[config.mk]
export PLATFORM = sky130hd
export DESIGN_NAME = debug_probe_capture_flat
export DESIGN_NICKNAME = d
export VERILOG_FILES = /design/src/rtl/debug_probe_capture_pkg.sv /design/src/rtl/debug_probe_capture_if.sv /design/src/rtl/debug_probe_capture_cmp.sv /design/src/rtl/debug_probe_capture.sv /design/src/flat_wrapper.sv
export SDC_FILE = /design/constraint.sdc
export NUM_CORES = 1
export LEC_CHECK = 0
export BUFFER_PORTS_ARGS = -buffer_cell sky130_fd_sc_hd__buf_2
export CAP_MARGIN = 20
export CELL_PAD_IN_SITES_DETAIL_PLACEMENT = 1
export CELL_PAD_IN_SITES_GLOBAL_PLACEMENT = 2
export CORE_MARGIN = 5
export CORE_UTILIZATION = 33
export DETAILED_ROUTE_END_ITERATION = 8
export GPL_ROUTABILITY_DRIVEN = 0
export PLACE_DENSITY_LB_ADDON = 0.1
export SLEW_MARGIN = 20
export SYNTH_ARGS = -nofsm -noshare
export SYNTH_HDL_FRONTEND = slang
export SYNTH_HIERARCHICAL = 1
export SYNTH_SLANG_ARGS = --single-unit
export TNS_END_PERCENT = 10
[constraint.sdc]
create_clock -name clk_sys -period 7.85 [get_ports clk_sys]
set_input_delay 0.785 -clock clk_sys [delete_from_list [all_inputs] [get_ports clk_sys]]
set_output_delay 0.785 -clock clk_sys [all_outputs]
set_load 0.005 [all_outputs]
[src/rtl/debug_probe_capture_pkg.sv]
// Shared types for the debug probe capture block: FSM state encoding and mode codes.
package debug_probe_pkg;

  typedef enum logic [1:0] {
    ST_IDLE  = 2'd0,
    ST_LIVE  = 2'd1,
    ST_ARMED = 2'd2,
    ST_HELD  = 2'd3
  } state_t;

  localparam logic [1:0] MODE_LIVE    = 2'b00;
  localparam logic [1:0] MODE_FREEZE  = 2'b01;
  localparam logic [1:0] MODE_ONESHOT = 2'b10;
  localparam logic [1:0] MODE_REPEAT  = 2'b11;

  // Both trigger modes share the upper mode bit.
  function automatic logic is_trig_mode(input logic [1:0] m);
    return m[1];
  endfunction

endpackage

[src/rtl/debug_probe_capture_if.sv]
// Probe/overlay bundle for debug_probe_capture; master drives probes and controls, slave is the capture block.
interface debug_probe_capture_if #(
  parameter int NCH  = 8,
  parameter int W    = 16,
  parameter int TS_W = 24
);
  import debug_probe_pkg::*;

  // One extra select bit so out-of-range channel codes (e.g. NCH) are representable.
  localparam int SEL_W = $clog2(NCH + 1);

  logic [NCH*W-1:0] probe_in;
  logic             vsync;
  logic [1:0]       mode;
  logic             arm;
  logic [SEL_W-1:0] trig_sel;
  logic [W-1:0]     trig_mask;
  logic [W-1:0]     trig_value;
  logic [NCH*W-1:0] line_out;
  logic [TS_W-1:0]  trig_ts;
  state_t           state;
  logic             triggered;

  modport master (
    output probe_in, vsync, mode, arm, trig_sel, trig_mask, trig_value,
    input  line_out, trig_ts, state, triggered
  );

  modport slave (
    input  probe_in, vsync, mode, arm, trig_sel, trig_mask, trig_value,
    output line_out, trig_ts, state, triggered
  );

endinterface

[src/rtl/debug_probe_capture_cmp.sv]
// Trigger comparator: picks one probe channel and tests it against value under mask.
module probe_trigger_cmp #(
  parameter int NCH   = 8,
  parameter int W     = 16,
  parameter int SEL_W = $clog2(NCH + 1)
) (
  input  logic [NCH*W-1:0] probe,
  input  logic [SEL_W-1:0] sel,
  input  logic [W-1:0]     mask,
  input  logic [W-1:0]     value,
  output logic             hit
);

  logic [W-1:0] chan;

  // Out-of-range selects never hit, even with an all-zero mask.
  always_comb begin
    chan = '0;
    for (int k = 0; k < NCH; k++) begin
      if (sel == SEL_W'(k)) chan = probe[k*W +: W];
    end
    hit = (sel < SEL_W'(NCH)) && (((chan ^ value) & mask) == '0);
  end

endmodule

[src/rtl/debug_probe_capture.sv]
// Frame-synchronous capture buffer between core debug probes and the OSD overlay,
// with live, freeze, one-shot and repeating trigger modes plus a trigger timestamp.
module debug_probe_capture
  import debug_probe_pkg::*;
#(
  parameter int NCH     = 8,
  parameter int W       = 16,
  parameter int TS_W    = 24,
  parameter int HOLD_FR = 50
) (
  input  logic                 clk_sys,
  input  logic                 reset,
  debug_probe_capture_if.slave bus
);

  localparam int SEL_W = $clog2(NCH + 1);
  localparam int HC_W  = $clog2(HOLD_FR + 1);

  state_t           cur_state, next_state;
  logic [1:0]       mode_d;
  logic             vsync_d;
  logic [TS_W-1:0]  ts;
  logic [HC_W-1:0]  hold_cnt;
  logic [NCH*W-1:0] line_q;
  logic [TS_W-1:0]  trig_ts_q;
  logic             triggered_q;

  logic vs_rise, hit, mode_chg;
  logic cap_live, cap_trig, hold_dec, hold_clr;

  assign vs_rise  = bus.vsync & ~vsync_d;
  assign mode_chg = (bus.mode != mode_d);

  probe_trigger_cmp #(
    .NCH  (NCH),
    .W    (W),
    .SEL_W(SEL_W)
  ) u_cmp (
    .probe(bus.probe_in),
    .sel  (bus.trig_sel),
    .mask (bus.trig_mask),
    .value(bus.trig_value),
    .hit  (hit)
  );

  always_ff @(posedge clk_sys or posedge reset) begin
    if (reset) cur_state <= ST_IDLE;
    else       cur_state <= next_state;
  end

  // A mode change overrides everything else that cycle, including a pending hit.
  always_comb begin
    next_state = cur_state;
    cap_live   = 1'b0;
    cap_trig   = 1'b0;
    hold_dec   = 1'b0;
    hold_clr   = 1'b0;
    if (mode_chg) begin
      case (bus.mode)
        MODE_LIVE:   next_state = ST_LIVE;
        MODE_FREEZE: next_state = ST_IDLE;
        default:     next_state = ST_ARMED;
      endcase
    end else begin
      case (cur_state)
        ST_IDLE: begin
          if (bus.arm && is_trig_mode(bus.mode)) next_state = ST_ARMED;
        end
        ST_LIVE: begin
          cap_live = vs_rise;
        end
        ST_ARMED: begin
          if (hit) begin
            cap_trig   = 1'b1;
            next_state = ST_HELD;
          end
        end
        ST_HELD: begin
          if (bus.arm) begin
            hold_clr   = 1'b1;
            next_state = ST_ARMED;
          end else if (bus.mode == MODE_REPEAT && vs_rise) begin
            hold_dec = 1'b1;
            if (hold_cnt <= HC_W'(1)) next_state = ST_ARMED;
          end
        end
        default: next_state = ST_IDLE;
      endcase
    end
  end

  always_ff @(posedge clk_sys or posedge reset) begin
    if (reset) begin
      mode_d      <= MODE_LIVE;
      vsync_d     <= 1'b0;
      ts          <= '0;
      hold_cnt    <= '0;
      line_q      <= '0;
      trig_ts_q   <= '0;
      triggered_q <= 1'b0;
    end else begin
      mode_d      <= bus.mode;
      vsync_d     <= bus.vsync;
      ts          <= ts + 1'b1;
      triggered_q <= cap_trig;
      if (cap_live || cap_trig) line_q <= bus.probe_in;
      if (cap_trig) begin
        trig_ts_q <= ts;
        hold_cnt  <= HC_W'(HOLD_FR);
      end else if (hold_clr) begin
        hold_cnt <= '0;
      end else if (hold_dec) begin
        hold_cnt <= hold_cnt - 1'b1;
      end
    end
  end

  assign bus.line_out  = line_q;
  assign bus.trig_ts   = trig_ts_q;
  assign bus.state     = cur_state;
  assign bus.triggered = triggered_q;

endmodule

[src/flat_wrapper.sv]
// flat-port wrapper written by rule: the top's interface ports become plain ports
module debug_probe_capture_flat import debug_probe_pkg::*;
#(
  parameter int NCH     = 8,
  parameter int W       = 16,
  parameter int TS_W    = 24,
  parameter int HOLD_FR = 50
)
  (clk_sys, reset, bus_probe_in, bus_vsync, bus_mode, bus_arm, bus_trig_sel, bus_trig_mask, bus_trig_value, bus_line_out, bus_trig_ts, bus_state, bus_triggered);
  debug_probe_capture_if #(.NCH(NCH), .W(W), .TS_W(TS_W)) bus_i ();
  input  logic clk_sys;
  input  logic reset;
  input wire logic [$bits(bus_i.probe_in)-1:0] bus_probe_in;
  input wire logic [$bits(bus_i.vsync)-1:0] bus_vsync;
  input wire logic [$bits(bus_i.mode)-1:0] bus_mode;
  input wire logic [$bits(bus_i.arm)-1:0] bus_arm;
  input wire logic [$bits(bus_i.trig_sel)-1:0] bus_trig_sel;
  input wire logic [$bits(bus_i.trig_mask)-1:0] bus_trig_mask;
  input wire logic [$bits(bus_i.trig_value)-1:0] bus_trig_value;
  output wire logic [$bits(bus_i.line_out)-1:0] bus_line_out;
  output wire logic [$bits(bus_i.trig_ts)-1:0] bus_trig_ts;
  output wire logic [$bits(bus_i.state)-1:0] bus_state;
  output wire logic [$bits(bus_i.triggered)-1:0] bus_triggered;
  assign bus_i.probe_in = bus_probe_in;
  assign bus_i.vsync = bus_vsync;
  assign bus_i.mode = bus_mode;
  assign bus_i.arm = bus_arm;
  assign bus_i.trig_sel = bus_trig_sel;
  assign bus_i.trig_mask = bus_trig_mask;
  assign bus_i.trig_value = bus_trig_value;
  assign bus_line_out = bus_i.line_out;
  assign bus_trig_ts = bus_i.trig_ts;
  assign bus_state = bus_i.state;
  assign bus_triggered = bus_i.triggered;
  debug_probe_capture #(.NCH(NCH), .W(W), .TS_W(TS_W), .HOLD_FR(HOLD_FR)) u_core (.clk_sys(clk_sys), .reset(reset), .bus(bus_i));
endmodule
==> out/metrics.csv <==
stage;metric;value;unit
outcome;run status;completed;
job;Max Cap Viol;0;
sta;Max Clock Skew;14.5;ps
final_layout;layout cells sized above 1;0.529;
detailed_routing;vias per cell;4.91;
cts;setup repair bufs after CTS;0;
setup_path;Critical Path, Cell by Cell;buf_2 > clkinv_1 > a221o_1 > a32o_1 > a2111oi_2 > o211ai_1 > nor4_2 > nand2_1 > a21oi_4 > buf_12 > mux2_2;
sta;Final Hold Vio Count;0;
setup_path;Setup crit start kind;primary input;
cts;Post-CTS Resized;0;
sta;setup TNS;0;ps
sta;Worst Max-Slew Pin Slew;950;ps
yosys;cells taking the most area after synthesis;dfrtp_1 (49%), mux2_4 (16%), mux2_2 (7.1%);
detailed_routing;wirelength, routed;31700;um
floorplanning;I/O Pins;325;
yosys;Mapped Area;9570;um2
placement;count of buffers from port buffering;324;
detailed_routing;first-pass detailed-route iteration total;4;
final_layout;nets;1194;
min_path;WHS Endpoint;u_core/ts[23]$_DFF_PP0_;
power_and_ir_drop;Pwr Density;249;nW/um2
power_and_ir_drop;power after layout;0.00300;W
setup_path;RR Endpoint;u_core/bus.line_out[38]$_DFFE_PP0P_;
placement;Cell Area, Placed;11400;um2
sta;final slew viol count;0;
floorplanning;die area;32500;um2
yosys;post-synth net total;882;
floorplanning;initial core utilization;0.334;
cts;clk buf depth;2;
cts;hold_buf cts;0;
sta;Final Cycle Share;0.690;
final_layout;final cell count without fillers;1416;
detailed_routing;ANT nets after route;0;
sta;max_slew headroom;0.367;
cts;Skew-Pair Late Insertion Delay;430;ps
grt;vias in the first global route;7565;
min_path;Worst Hold Depth;1;
detailed_routing;Via Count;6952;
setup_path;worst reg2reg path depth;6;
cts;root buf cell;clkbuf_16;
yosys;Synth Flop Type;dfrtp_1;
setup_path;CP top delay family;compound AO/OA/AOI/OAI gates;
yosys;synthesis-stage register bit count;188;
cts;clock sink count;188;
yosys;ys async rst share;1.00;
setup_path;Worst Path Buf+Inv;3;
grt;first-pass GRT wire length;47900;um
setup_path;required time of the worst setup path;8160;ps
floorplanning;Die W;180;um
yosys;share of Yosys cell area claimed by the top area cell type;0.491;
setup_path;slowest stage delay, CP;770;ps
setup_path;crit path capture type;flop;
min_path;critical hold path startpoint;u_core/ts[23]$_DFF_PP0_;
power_and_ir_drop;Pleak;6.11;nW
final_layout;synthesis-to-finish area growth;25.8;%
setup_path;CP max-delay cell;a21oi_4;
final_layout;Finished Cell Area;12000;um2
setup_path;Worst Path Max Fanout;54;
floorplanning;FP Rows;62;
yosys;synth cell count leaders;dfrtp_1 (188), mux2_4 (101), mux2_2 (60);
yosys;Ys Warns;6;
detailed_routing;# DRC;0;
sta;RSZ-0062 raised after global routing;false;
power_and_ir_drop;peak supply drop;0.128;mV
yosys;Seq/Total Area, Yosys;0.491;
cts;H-tree levels;4;
detailed_routing;detailed router's first-iteration violation count;354;
cts;Num CTS Buffers;17;
yosys;Post-Syn Area per Cell;13.6;um2
setup_path;reg2reg start;u_core/bus.state[0]$_DFFE_PP0P_;
final_layout;Filler Cells Inserted;3162;
grt;initial antenna violation count;2;
yosys;cell taking the most area after synthesis;dfrtp_1;
yosys;Synth cell types;76;
cts;CTS tree;done;
setup_path;Arr. time, crit path;5730;ps
sta;endpoints failing setup;0;
min_path;hold crit path type;flop to flop;
cts;Worst-path clk slew;80;ps
yosys;Synth Instances;705;
placement;placed cells;1382;
yosys;EDFF count, synth;0;
setup_path;critical path class;primary input to flop;
sta;Tmin final;5420;ps
setup_path;Worst R2R Setup Slack;5040;ps
floorplanning;Core ar.;28700;um2
floorplanning;die height;180;um
detailed_routing;drt wl/cell;22.4;um
placement;post-DP HPWL;24200;um
yosys;count leader, synth;dfrtp_1;
sta;Peak Freq;0.185;GHz
sta;worst hold slack;476;ps
grt;pin count of the biggest net entering global routing;120;
grt;GRT overflow;0;
grt;GRT Total Usage;0.190;
## registers in the layout (all words and copies together), names as in the netlist
signal	count
u_core/vsync_d	1
u_core/bus.line_out	128
u_core/bus.triggered	1
u_core/bus.state	2
u_core/bus.trig_ts	24
u_core/ts	24
u_core/mode_d	2
u_core/hold_cnt	6
## cell usage in the layout (no fill, tap or decap), types with 4 or more instances in the layout
cell,netlist,final
a211oi_1,4,4
a21oi_1,14,14
a22oi_1,11,11
and3_1,4,4
buf_2,5,323
clkbuf_16,0,17
clkinv_8,0,5
dfrtp_1,188,188
ha_1,7,7
inv_1,17,16
inv_8,0,4
mux2_2,60,60
mux2_4,101,101
mux2i_1,20,20
mux4_2,8,8
nand2_1,31,31
nand2b_1,4,4
nand3_1,20,20
nand3b_1,4,4
nand4_1,6,6
nand4b_1,5,5
nor2_1,24,24
nor2b_1,8,8
nor3_1,7,7
nor4_1,4,4
o211ai_1,5,5
o21ai_0,16,16
o22ai_1,4,4
xnor2_1,21,21
xor2_1,11,11
## through the flow
step / worst slack, ps / util
final: 2430 / 0.420
after global routing: 2210 / 0.420
after CTS: 2420 / 0.419
after detailed placement: 1990 / 0.398
after global placement: 2080 / 0.398
after floorplan: 1950 / -
## worst max path at each step
stage | end | cells past startpoint | startpoint
floorplan | u_core/bus.line_out[0]$_DFFE_PP0P_ | 1 | reset
global placement | u_core/bus.line_out[17]$_DFFE_PP0P_ | 11 | bus_trig_sel[1]
detailed placement | u_core/bus.line_out[33]$_DFFE_PP0P_ | 11 | bus_trig_sel[1]
CTS | u_core/bus.line_out[22]$_DFFE_PP0P_ | 11 | bus_trig_sel[1]
global route | u_core/bus.line_out[22]$_DFFE_PP0P_ | 11 | bus_trig_sel[1]
finish | u_core/bus.line_out[38]$_DFFE_PP0P_ | 11 | bus_trig_sel[1]
## cell families after synthesis
| kind of cell | Yosys count | synth area share |
|---|---|---|
| AO/OA/AOI/OAI | 92 | 0.0701 |
| XOR/XNOR | 32 | 0.0293 |
| adder cells (fa/ha/maj) | 7 | 0.00915 |
| buffers and inverters | 53 | 0.0418 |
| flip-flops | 188 | 0.491 |
| multiplexers | 192 | 0.275 |
| AND/OR/NAND/NOR | 141 | 0.0829 |
## cell type report
| class | count | area (um2) | share of cell area |
|---|---|---|---|
| inverter | 18 | 75.1 | 0.00623 |
| timing repair buffer | 328 | 1680 | 0.139 |
| tap | 384 | 480 | 0.0399 |
| clock buffer | 17 | 425 | 0.0353 |
| multi-input combinational | 464 | 4480 | 0.372 |
| clock inverter | 15 | 196 | 0.0163 |
| sequential | 188 | 4700 | 0.391 |
| antenna | 2 | 5.00 | 0.000416 |
## where the power goes
part | internal, W | switching (W) | total (W)
Sequential | 0.00118 | 0.000121 | 0.00130
Combinational | 0.000462 | 0.000324 | 0.000786
Clock | 0.000463 | 0.000451 | 0.000913
Total | 0.00210 | 0.000896 | 0.00300
## routing by layer
metal,track usage,wire length (um),up-vias
met4,0.0387,270,0
met1,0.257,14600,3517
met5,0,0,-
li1,-,-,3217
met3,0.0450,1540,18
met2,0.315,15400,200
No activity file was read; power rests on OpenSTA's default activity.
